===== config.mk =====
export PLATFORM = sky130hd
export DESIGN_NAME = datapath_sequencer
export DESIGN_NICKNAME = d
export VERILOG_FILES = /design/src/rtl/datapath_pkg.sv /design/src/rtl/datapath_sequencer_instr_decode.sv /design/src/rtl/datapath_sequencer.sv
export SDC_FILE = /design/constraint.sdc
export NUM_CORES = 1
export LEC_CHECK = 0
export CORE_UTILIZATION = 24
export DETAILED_ROUTE_END_ITERATION = 10
export GPL_ROUTABILITY_DRIVEN = 0
export SYNTH_ARGS = -nofsm -noshare
export SYNTH_HDL_FRONTEND = slang
export SYNTH_SLANG_ARGS = --single-unit
export TNS_END_PERCENT = 10

===== constraint.sdc =====
create_clock -name clk -period 2.9 [get_ports clk]
set_input_delay 0.435 -clock clk [delete_from_list [all_inputs] [get_ports clk]]
set_output_delay 0.435 -clock clk [all_outputs]
set_load 0.005 [all_outputs]

===== src/rtl/datapath_pkg.sv =====
// Shared definitions for the single-bus datapath and its sequencer.
package datapath_pkg;

  localparam int unsigned INSTR_W = 32;

  // Instruction field bit positions
  localparam int unsigned OP_MSB    = 31;
  localparam int unsigned OP_LSB    = 28;
  localparam int unsigned RD_MSB    = 27;
  localparam int unsigned RD_LSB    = 23;
  localparam int unsigned RS1_MSB   = 22;
  localparam int unsigned RS1_LSB   = 18;
  localparam int unsigned RS2_MSB   = 17;
  localparam int unsigned RS2_LSB   = 13;
  localparam int unsigned IMM18_MSB = 17;
  localparam int unsigned IMM23_MSB = 22;
  localparam int unsigned IMM18_W   = 18;
  localparam int unsigned IMM23_W   = 23;

  // ALU function select, shared with the datapath ALU
  localparam logic [2:0] ALU_ZERO = 3'd0;
  localparam logic [2:0] ALU_ADD  = 3'd1;
  localparam logic [2:0] ALU_SUB  = 3'd2;

  typedef enum logic [3:0] {
    OP_NOP  = 4'd0,
    OP_ADD  = 4'd1,
    OP_SUB  = 4'd2,
    OP_ADDI = 4'd3,
    OP_SUBI = 4'd4,
    OP_LI   = 4'd5,
    OP_MOV  = 4'd6
  } op_e;

  typedef enum logic [1:0] {
    S_IDLE = 2'd0,
    S_OPA  = 2'd1,
    S_OPB  = 2'd2,
    S_WB   = 2'd3
  } seq_state_e;

  // Sign-extend the low 'width' bits of val to 64 bits; callers truncate.
  function automatic logic [63:0] sign_ext(input logic [31:0] val,
                                           input int unsigned width);
    logic [63:0] mask;
    logic [63:0] ext;
    mask = (64'd1 << width) - 64'd1;
    ext  = {32'd0, val} & mask;
    if (((val >> (width - 1)) & 32'd1) != 32'd0) begin
      ext = ext | ~mask;
    end
    return ext;
  endfunction

endpackage


===== src/rtl/datapath_sequencer_instr_decode.sv =====
// Combinational decode of an instruction word into fields, immediates and op class.
module instr_decode
  import datapath_pkg::*;
#(
  parameter int unsigned DATA_W    = 32,
  parameter int unsigned REG_IDX_W = 5
) (
  input  logic [INSTR_W-1:0]   instr,
  output logic [REG_IDX_W-1:0] rd_c,
  output logic [REG_IDX_W-1:0] rs1_c,
  output logic [REG_IDX_W-1:0] rs2_c,
  output logic [DATA_W-1:0]    imm_opb_c,
  output logic [DATA_W-1:0]    imm_li_c,
  output logic                 is_alu_c,
  output logic                 is_imm_c,
  output logic                 is_li_c,
  output logic                 is_nop_c,
  output logic                 is_illegal_c,
  output logic [2:0]           alu_sel_c
);

  logic [3:0] op;

  assign op    = instr[OP_MSB:OP_LSB];
  assign rd_c  = REG_IDX_W'(instr[RD_MSB:RD_LSB]);
  assign rs1_c = REG_IDX_W'(instr[RS1_MSB:RS1_LSB]);
  assign rs2_c = REG_IDX_W'(instr[RS2_MSB:RS2_LSB]);
  assign imm_li_c = DATA_W'(sign_ext(32'(instr[IMM23_MSB:0]), IMM23_W));

  // Operand-B immediate; MOV runs as ADDI with a zero immediate
  assign imm_opb_c = (op == OP_MOV) ? '0
                   : DATA_W'(sign_ext(32'(instr[IMM18_MSB:0]), IMM18_W));

  // Op class and ALU function from the opcode
  always_comb begin
    is_alu_c     = 1'b0;
    is_imm_c     = 1'b0;
    is_li_c      = 1'b0;
    is_nop_c     = 1'b0;
    is_illegal_c = 1'b0;
    alu_sel_c    = ALU_ZERO;
    case (op)
      OP_NOP:  is_nop_c = 1'b1;
      OP_ADD:  begin is_alu_c = 1'b1; alu_sel_c = ALU_ADD; end
      OP_SUB:  begin is_alu_c = 1'b1; alu_sel_c = ALU_SUB; end
      OP_ADDI: begin is_alu_c = 1'b1; is_imm_c = 1'b1; alu_sel_c = ALU_ADD; end
      OP_SUBI: begin is_alu_c = 1'b1; is_imm_c = 1'b1; alu_sel_c = ALU_SUB; end
      OP_LI:   is_li_c = 1'b1;
      OP_MOV:  begin is_alu_c = 1'b1; is_imm_c = 1'b1; alu_sel_c = ALU_ADD; end
      default: is_illegal_c = 1'b1;
    endcase
  end

endmodule


===== src/rtl/datapath_sequencer.sv =====
// Multi-cycle sequencer expanding instructions into single-bus datapath transfers.
module datapath_sequencer
  import datapath_pkg::*;
#(
  parameter int unsigned DATA_W    = 32,
  parameter int unsigned REG_IDX_W = 5,
  parameter int unsigned CNT_W     = 16
) (
  input  logic                 clk,
  input  logic                 reset,
  input  logic [INSTR_W-1:0]   instr,
  input  logic                 instr_valid,
  output logic                 instr_ready,
  output logic [2:0]           alu_function_sel,
  output logic                 alu_store_1,
  output logic                 alu_store_2,
  output logic                 alu_broadcast,
  output logic [REG_IDX_W-1:0] register_index,
  output logic                 register_read_enable,
  output logic                 register_write_enable,
  output logic [DATA_W-1:0]    imm,
  output logic                 imm_EN,
  output logic                 done,
  output logic                 illegal,
  output logic [CNT_W-1:0]     retired_count
);

  seq_state_e state_q, state_d;
  logic [INSTR_W-1:0] instr_q, instr_d;
  logic hs;

  logic                 ready_q, ready_d;
  logic [2:0]           sel_q, sel_d;
  logic                 st1_q, st1_d;
  logic                 st2_q, st2_d;
  logic                 bc_q, bc_d;
  logic [REG_IDX_W-1:0] idx_q, idx_d;
  logic                 rre_q, rre_d;
  logic                 rwe_q, rwe_d;
  logic [DATA_W-1:0]    imm_q, imm_d;
  logic                 imm_en_q, imm_en_d;
  logic                 done_q, done_d;
  logic                 illegal_q, illegal_d;
  logic [CNT_W-1:0]     cnt_q, cnt_d;

  logic [REG_IDX_W-1:0] rd_c, rs1_c, rs2_c;
  logic [DATA_W-1:0]    imm_opb_c, imm_li_c;
  logic                 is_alu_c, is_imm_c, is_li_c, is_nop_c, is_illegal_c;
  logic [2:0]           alu_sel_c;

  assign hs      = instr_valid && ready_q;
  assign instr_d = hs ? instr : instr_q;

  // Decode the instruction that will be held next cycle
  instr_decode #(
    .DATA_W    (DATA_W),
    .REG_IDX_W (REG_IDX_W)
  ) u_decode (
    .instr        (instr_d),
    .rd_c         (rd_c),
    .rs1_c        (rs1_c),
    .rs2_c        (rs2_c),
    .imm_opb_c    (imm_opb_c),
    .imm_li_c     (imm_li_c),
    .is_alu_c     (is_alu_c),
    .is_imm_c     (is_imm_c),
    .is_li_c      (is_li_c),
    .is_nop_c     (is_nop_c),
    .is_illegal_c (is_illegal_c),
    .alu_sel_c    (alu_sel_c)
  );

  // State and latched instruction registers
  always_ff @(posedge clk or posedge reset) begin
    if (reset) begin
      state_q <= S_IDLE;
      instr_q <= '0;
    end else begin
      state_q <= state_d;
      instr_q <= instr_d;
    end
  end

  // Next-state logic
  always_comb begin
    state_d = state_q;
    case (state_q)
      S_IDLE: begin
        if (hs) begin
          if (is_alu_c)     state_d = S_OPA;
          else if (is_li_c) state_d = S_WB;
          else              state_d = S_IDLE;
        end
      end
      S_OPA:   state_d = S_OPB;
      S_OPB:   state_d = S_WB;
      S_WB:    state_d = S_IDLE;
      default: state_d = S_IDLE;
    endcase
  end

  // Output decode from the next state so registered outputs track the state register
  always_comb begin
    ready_d   = (state_d == S_IDLE);
    sel_d     = ALU_ZERO;
    st1_d     = 1'b0;
    st2_d     = 1'b0;
    bc_d      = 1'b0;
    idx_d     = '0;
    rre_d     = 1'b0;
    rwe_d     = 1'b0;
    imm_d     = '0;
    imm_en_d  = 1'b0;
    done_d    = 1'b0;
    illegal_d = 1'b0;
    if (state_q == S_IDLE && hs) begin
      done_d    = is_nop_c;
      illegal_d = is_illegal_c;
    end
    case (state_d)
      S_OPA: begin
        sel_d = alu_sel_c;
        idx_d = rs1_c;
        rre_d = 1'b1;
        st1_d = 1'b1;
      end
      S_OPB: begin
        sel_d = alu_sel_c;
        st2_d = 1'b1;
        if (is_imm_c) begin
          imm_d    = imm_opb_c;
          imm_en_d = 1'b1;
        end else begin
          idx_d = rs2_c;
          rre_d = 1'b1;
        end
      end
      S_WB: begin
        idx_d  = rd_c;
        rwe_d  = 1'b1;
        done_d = 1'b1;
        if (is_li_c) begin
          imm_d    = imm_li_c;
          imm_en_d = 1'b1;
        end else begin
          sel_d = alu_sel_c;
          bc_d  = 1'b1;
        end
      end
      default: ;
    endcase
    cnt_d = cnt_q + CNT_W'(done_d);
  end

  // Output and retired-count registers
  always_ff @(posedge clk or posedge reset) begin
    if (reset) begin
      ready_q   <= 1'b0;
      sel_q     <= ALU_ZERO;
      st1_q     <= 1'b0;
      st2_q     <= 1'b0;
      bc_q      <= 1'b0;
      idx_q     <= '0;
      rre_q     <= 1'b0;
      rwe_q     <= 1'b0;
      imm_q     <= '0;
      imm_en_q  <= 1'b0;
      done_q    <= 1'b0;
      illegal_q <= 1'b0;
      cnt_q     <= '0;
    end else begin
      ready_q   <= ready_d;
      sel_q     <= sel_d;
      st1_q     <= st1_d;
      st2_q     <= st2_d;
      bc_q      <= bc_d;
      idx_q     <= idx_d;
      rre_q     <= rre_d;
      rwe_q     <= rwe_d;
      imm_q     <= imm_d;
      imm_en_q  <= imm_en_d;
      done_q    <= done_d;
      illegal_q <= illegal_d;
      cnt_q     <= cnt_d;
    end
  end

  assign instr_ready           = ready_q;
  assign alu_function_sel      = sel_q;
  assign alu_store_1           = st1_q;
  assign alu_store_2           = st2_q;
  assign alu_broadcast         = bc_q;
  assign register_index        = idx_q;
  assign register_read_enable  = rre_q;
  assign register_write_enable = rwe_q;
  assign imm                   = imm_q;
  assign imm_EN                = imm_en_q;
  assign done                  = done_q;
  assign illegal               = illegal_q;
  assign retired_count         = cnt_q;

endmodule


[Yosys cells after proc, flatten, opt, wreduce, memory -nomap -nowiden]
Index checks and enable logic that the tools add are counted.
Operators by class
  add/sub/neg operators: 1
  equal/unequal tests: 12
  mux-type cells: 34
  reduce and logical (&&, ||, !) cells: 11
Operators by type and width (number)
  two-way mux 32 bit: 6
  one-hot mux 32 bit (2 select lines): 1
  adder 16 x 1 -> 16 bit: 1
  two-way mux 1 bit: 16
  one-hot mux 5 bit (3 select lines): 1
  == test 4 x 3 -> 1 bit (second input constant): 3
  == test 2 bit (second input constant): 4
  == test 4 x 2 -> 1 bit (second input constant): 2
  one-hot mux 2 bit (4 select lines): 1
  OR reduction 7 bit: 1
  two-way mux 2 bit: 3
  one-hot mux 3 bit (2 select lines): 1
  OR reduction 3 bit: 2
  two-way mux 5 bit: 1
  OR reduction 5 bit: 1
  == test 2 x 1 -> 1 bit (second input constant): 2
  == test 4 x 1 -> 1 bit (second input constant): 1
  logical NOT 2 bit: 2
  logical NOT 4 bit: 1
  one-hot mux 1 bit (2 select lines): 2
  one-hot mux 2 bit (2 select lines): 1
  OR reduction 2 bit: 2
  two-way mux 3 bit: 1
  logical AND 1 bit: 2
Word-level totals
  register bits: 99
  input bits: 35
  output and inout port bits: 65
  word-level logic and storage cells: 73

[Depth between registers and ports, before layout]
  depth in word-level cells: 11
  mapped depth: 14
  depth with buffers taken out: 12

[By module]
From an unflattened synthesis, not the netlist that was laid out.
Second synthesis, totals
  cell total of the unflattened synthesis: 359
  area total of the unflattened synthesis: 4549.4 sq um
By module, submodules not included
  datapath_sequencer: instances 1, cells each 258, area each 3827.4 sq um, seq. area each 2477.4 sq um
  instr_decode: instances 1, cells each 101, area each 721.9 sq um, seq. area each 0.0 sq um

[Worst setup path after synthesis]
Ideal clock, no wire load.
  kind: flip-flop to flip-flop
  start point: register ready_q, in the netlist instr_ready
  end point: register cnt_q[10], in the netlist retired_count[10]
  library setup time: 0.124 ns
  data arrival time: 2.895 ns
  required time: 2.776 ns
  setup slack: -0.119 ns
  stages on the path, launching flop included: 14
  path buffers: 2
  period minus slack after synthesis: 3.019 ns
  path through: dfrtp_1 -> nand2_2 -> buf_6 -> o31ai_4 -> o21ai_0 -> a31oi_1 -> ha_1 -> clkbuf_1 -> a31o_2 -> ha_1 -> ha_1 -> and3_1 -> nand4_1 -> xnor2_1
On the way
  cells in the longest elaborated chain, start to end: 11
  elaborated cells between the ends (all ways): 22
  classes of those cells: 1 x add/sub; 7 x eq/ne; 10 x mux; 4 x reduce/logical
Ends and longest elaborated chain
  start: declaration: RTL line datapath_sequencer.sv:32  | logic ready_q, ready_d;
  start signal: assignment: RTL line datapath_sequencer.sv:172  | ready_q <= ready_d;
  logical AND 1 bit (*): RTL line datapath_sequencer.sv:51  | assign hs = instr_valid && ready_q;
  two-way mux 32 bit: RTL line datapath_sequencer.sv:52  | assign instr_d = hs ? instr : instr_q;
  == test 4 x 1 -> 1 bit (tied with other cells): RTL line datapath_sequencer_instr_decode.sv:42  | case (op)
  OR reduction 5 bit (no line) or two-way mux 1 bit (tied branches)
  two-way mux 1 bit or two-way mux 2 bit (tied branches): RTL line datapath_sequencer_instr_decode.sv:42, datapath_sequencer.sv:91
  two-way mux 2 bit: RTL line datapath_sequencer.sv:90  | if (is_alu_c) state_d = S_OPA;
  two-way mux 2 bit (*): RTL line datapath_sequencer.sv:89  | if (hs) begin
  one-hot mux 2 bit (4 select lines) (*): RTL line datapath_sequencer.sv:87  | case (state_q)
  named net state_d[0]: RTL line datapath_sequencer.sv:28  | seq_state_e state_q, state_d;
  == test 2 bit (*): RTL line datapath_sequencer.sv:120  | case (state_d)
  two-way mux 1 bit (*): RTL line datapath_sequencer.sv:120
  named net done_d: RTL line datapath_sequencer.sv:42  | logic done_q, done_d;
  adder 16 x 1 -> 16 bit (*): RTL line datapath_sequencer.sv:152  | cnt_d = cnt_q + CNT_W'(done_d);
  named net cnt_d[10]: RTL line datapath_sequencer.sv:44  | logic [CNT_W-1:0] cnt_q, cnt_d;
  end signal: assignment: RTL line datapath_sequencer.sv:184  | cnt_q <= cnt_d;
  end: declaration: RTL line datapath_sequencer.sv:44
Mark *: on every way through the listed nets, which the timed path passes. The rest lies on a longest branch.

[Worst setup path in the final report]
  start point: register ready_q, in the netlist instr_ready
  end point: register imm_q[4], in the netlist imm[4]
On the way
  cells in the longest elaborated chain, start to end: 10
  elaborated cells between the ends (all ways): 25
  classes of those cells: 8 x eq/ne; 14 x mux; 3 x reduce/logical
Ends and longest elaborated chain
  logical AND 1 bit (*): RTL line datapath_sequencer.sv:51
  two-way mux 32 bit: RTL line datapath_sequencer.sv:52
  == test 4 x 1 -> 1 bit (tied with other cells): RTL line datapath_sequencer_instr_decode.sv:42
  OR reduction 5 bit (no line) or two-way mux 1 bit (tied branches)
  two-way mux 1 bit or two-way mux 2 bit (tied branches): RTL line datapath_sequencer_instr_decode.sv:42, datapath_sequencer.sv:91
  two-way mux 2 bit: RTL line datapath_sequencer.sv:90
  two-way mux 2 bit (*): RTL line datapath_sequencer.sv:89
  one-hot mux 2 bit (4 select lines) (*): RTL line datapath_sequencer.sv:87
  named net state_d[1]: RTL line datapath_sequencer.sv:28
  == test 2 bit: RTL line datapath_sequencer.sv:120
  one-hot mux 32 bit (2 select lines) (*): RTL line datapath_sequencer.sv:120
  named net imm_d[4]: RTL line datapath_sequencer.sv:40  | logic [DATA_W-1:0] imm_q, imm_d;
  end signal: assignment: RTL line datapath_sequencer.sv:180  | imm_q <= imm_d;
  end: declaration: RTL line datapath_sequencer.sv:40
Marked as above.

==> impl_metrics.json <==
{
  "drive_gt1_share_pct": 21.41,
  "dp_hpwl_um": 6891,
  "dp.cells": 648,
  "cts_buffers": 9,
  "clockBufferDepth": 2,
  "ys_top_cells_by_area": "dfrtp_1 58%, nand2_1 5.2%, ha_1 2.9%",
  "grt_pass1_vias": 2938,
  "worstSetupPathType": "reg2reg",
  "setup_ws_ns": 0.1440,
  "grt_max_degree": 55,
  "finClkSkew_ns": 0.008565,
  "p_leak_nw": 2.528,
  "cts_root_buf": "clkbuf_16",
  "num_vias": 2778,
  "setup_tns_ns": 0,
  "first_pass_iters": 4,
  "routed_via_density": 4.184,
  "grt_pass1_wl_um": 15420,
  "setup_viol": 0,
  "clock-sinks": 89,
  "final_nets": 492,
  "portBuffers": 98,
  "synth-warning-count": 0,
  "swShare_pct": 34.64,
  "path_clk_slew_ns": 0.07,
  "r2r-end": "imm[4]$_DFF_PP0_",
  "post-place-ws_ns": -0.3243,
  "ys.flop_type": "dfrtp_1",
  "fin_cells": 664,
  "ant_nets": 0,
  "power.density_mw_per_mm2": 969.4,
  "yosys.cell_types.count": 51,
  "maxSlewViolCount": 0,
  "htreeDepth": 3,
  "io_pins": 100,
  "synth_edf_count": 0,
  "synthCells": 320,
  "worstHoldPathType": "in2async",
  "initial_core_util_pct": 24.96,
  "fmax_mhz": 362.9,
  "synth_fp_nets": 364,
  "p_int_mw": 3.548,
  "async_reset_ff_share_pct": 100.0,
  "startpoint_type": "flip-flop",
  "worstRegToRegCells": 11,
  "syn_avg_cell_area_um2": 12.03,
  "drc_errors": 0,
  "ys_ff_latch": 89,
  "final.min_clock_period_ns": 2.756,
  "postCtsHoldBufs": 0,
  "cp_top_family": "compound AO/OA/AOI/OAI gates",
  "worstPathRequired_ns": 3.11,
  "r2r_start": "instr_ready$_DFF_PP0_",
  "r2r_slack_ns": 0.14,
  "seq_area_frac_synth_pct": 57.85,
  "antenna_cells": 0,
  "hold_viol": 0,
  "yosysMostFrequentCell": "dfrtp_1",
  "arrival_ns": 2.97,
  "mappedNetlistArea_mm2": 0.003850,
  "dieArea_mm2": 0.01655,
  "cp_common_cell": "buf_4",
  "drv_cap": 0,
  "track_usage_pct": 12.18,
  "cp_max_fo": 11,
  "die_h_um": 128.7,
  "hold_slack_ns": 0.3817,
  "outcome": "completed",
  "postCtsSetupBuffers": 0,
  "initialDrtViolationCount": 59,
  "grt_remaining_overflow": 0,
  "grt_antenna_before_repair": 1,
  "die_x_um": 128.7,
  "clkPwrFrac_pct": 22.2,
  "synthTopCellsByCount": "89 x dfrtp_1, 53 x nand2_1, 17 x inv_1, 11 x buf_4",
  "crit_chain": "nand2_2 > mux2i_2 > and2_1 > a31o_2 > ha_2 > buf_4 > nand4_1 > o21ai_2 > o211ai_4 > buf_4 > a21boi_2",
  "critPathBufInv": 2,
  "seq_area_mm2": 0.002227,
  "rows": 45,
  "yosys.area.top_type": "dfrtp_1",
  "critPathMaxStageDelay_ns": 0.54,
  "ir_drop_mv": 0.2696,
  "cts_tree": "done",
  "rsz0062_at_grt": "no",
  "combPwrFrac_pct": 44.2,
  "synth_top_area_share_pct": 57.85,
  "post-route-util_pct": 36.29,
  "fin_crit_sh_pct": 95.03,
  "seqPwrFrac_pct": 33.7,
  "multiInputGateArea_mm2": 0.001431,
  "wl_per_cell_um": 14.00,
  "worstSkewPairLatency_ns": 0.34,
  "cpMaxStageDelayCell": "dfrtp_1",
  "fillers": 1517,
  "core_mm2": 0.01543,
  "drt-total-wl_um": 9296,
  "power.switching_mw": 1.880,
  "end_kind": "flip-flop",
  "cts_resized": 0,
  "area_growth_pct": 45.43
}
-- final cells by class --
type	instances	area share, %
Inverter	17	1.162
Clock inverter	7	1.564
Timing Repair Buffer	137	23.20
Clock buffer	9	4.022
Tap cell	211	4.715
Sequential cell	89	39.78
Multi-Input combinational cell	194	25.56
-- placed cells by master, fill, tap and decap left out, drive strengths merged, types with 7 or more instances in the layout --
cell,synthesis,final
clkdlybuf4s50,0,98
dfrtp,89,89
nand2,54,54
buf,19,39
inv,17,19
a21boi,15,15
mux2,11,11
xnor2,9,9
clkbuf,1,9
nand3,9,9
ha,9,9
nor2,8,8
a21oi,7,7
-- power groups by stage --
stage / logic (mW) / registers, mW / clock network [mW]
after detailed placement: 2.37 / 1.85 / 0
after global placement: 2.34 / 1.83 / 0
final: 2.40 / 1.83 / 1.20
after CTS: 2.39 / 1.83 / 1.25
after floorplan: 1.35 / 1.82 / 0
after global routing: 2.65 / 1.87 / 1.31
-- state kept, by name, indices dropped and copies added (netlist names) --
register               count
alu_store_1                1
done                       1
alu_function_sel           2
imm                       23
register_write_enable      1
register_read_enable       1
register_index             5
imm_EN                     1
instr_q                   32
alu_broadcast              1
instr_ready                1
state_q                    2
retired_count             16
alu_store_2                1
illegal                    1
-- logic make-up after synthesis --
group,after synthesis,synth area share (%)
buffers and inverters,37,5.557
AND/OR/NAND/NOR,93,11.31
multiplexers,17,5.297
adder cells (fa/ha/maj),9,2.925
XOR/XNOR,14,3.185
other,1,0.09740
AO/OA/AOI/OAI,60,13.78
flip-flops,89,57.85
-- metrics by stage --
stage          area, µm²  power, mW
5_1_grt             5599      5.835
3_5_place_dp        5264      4.222
2_1_floorplan       3851      3.166
6_report            5599      5.428
4_1_cts             5577      5.471
3_3_place_gp        5264      4.169
-- worst max path at each step --
stage / start / to / slack (ns) / cells past startpoint
floorplan: instr_ready$_DFF_PP0_ / retired_count[10]$_DFF_PP0_ / -0.008 / 13
global placement: instr_valid / retired_count[10]$_DFF_PP0_ / -0.22 / 13
detailed placement: instr_valid / retired_count[10]$_DFF_PP0_ / -0.32 / 13
CTS: instr_valid / retired_count[10]$_DFF_PP0_ / 0.04 / 13
global route: instr_ready$_DFF_PP0_ / imm[4]$_DFF_PP0_ / 0.01 / 12
finish: instr_ready$_DFF_PP0_ / imm[4]$_DFF_PP0_ / 0.14 / 11
-- metal layers --
metal  track usage (%)  wire (µm)
met1             15.82       4293
met2             19.78       4449
met3             3.160        430
met4             3.945        110
met5                 0         13
Note: power is estimated with default switching activity, not from simulation.
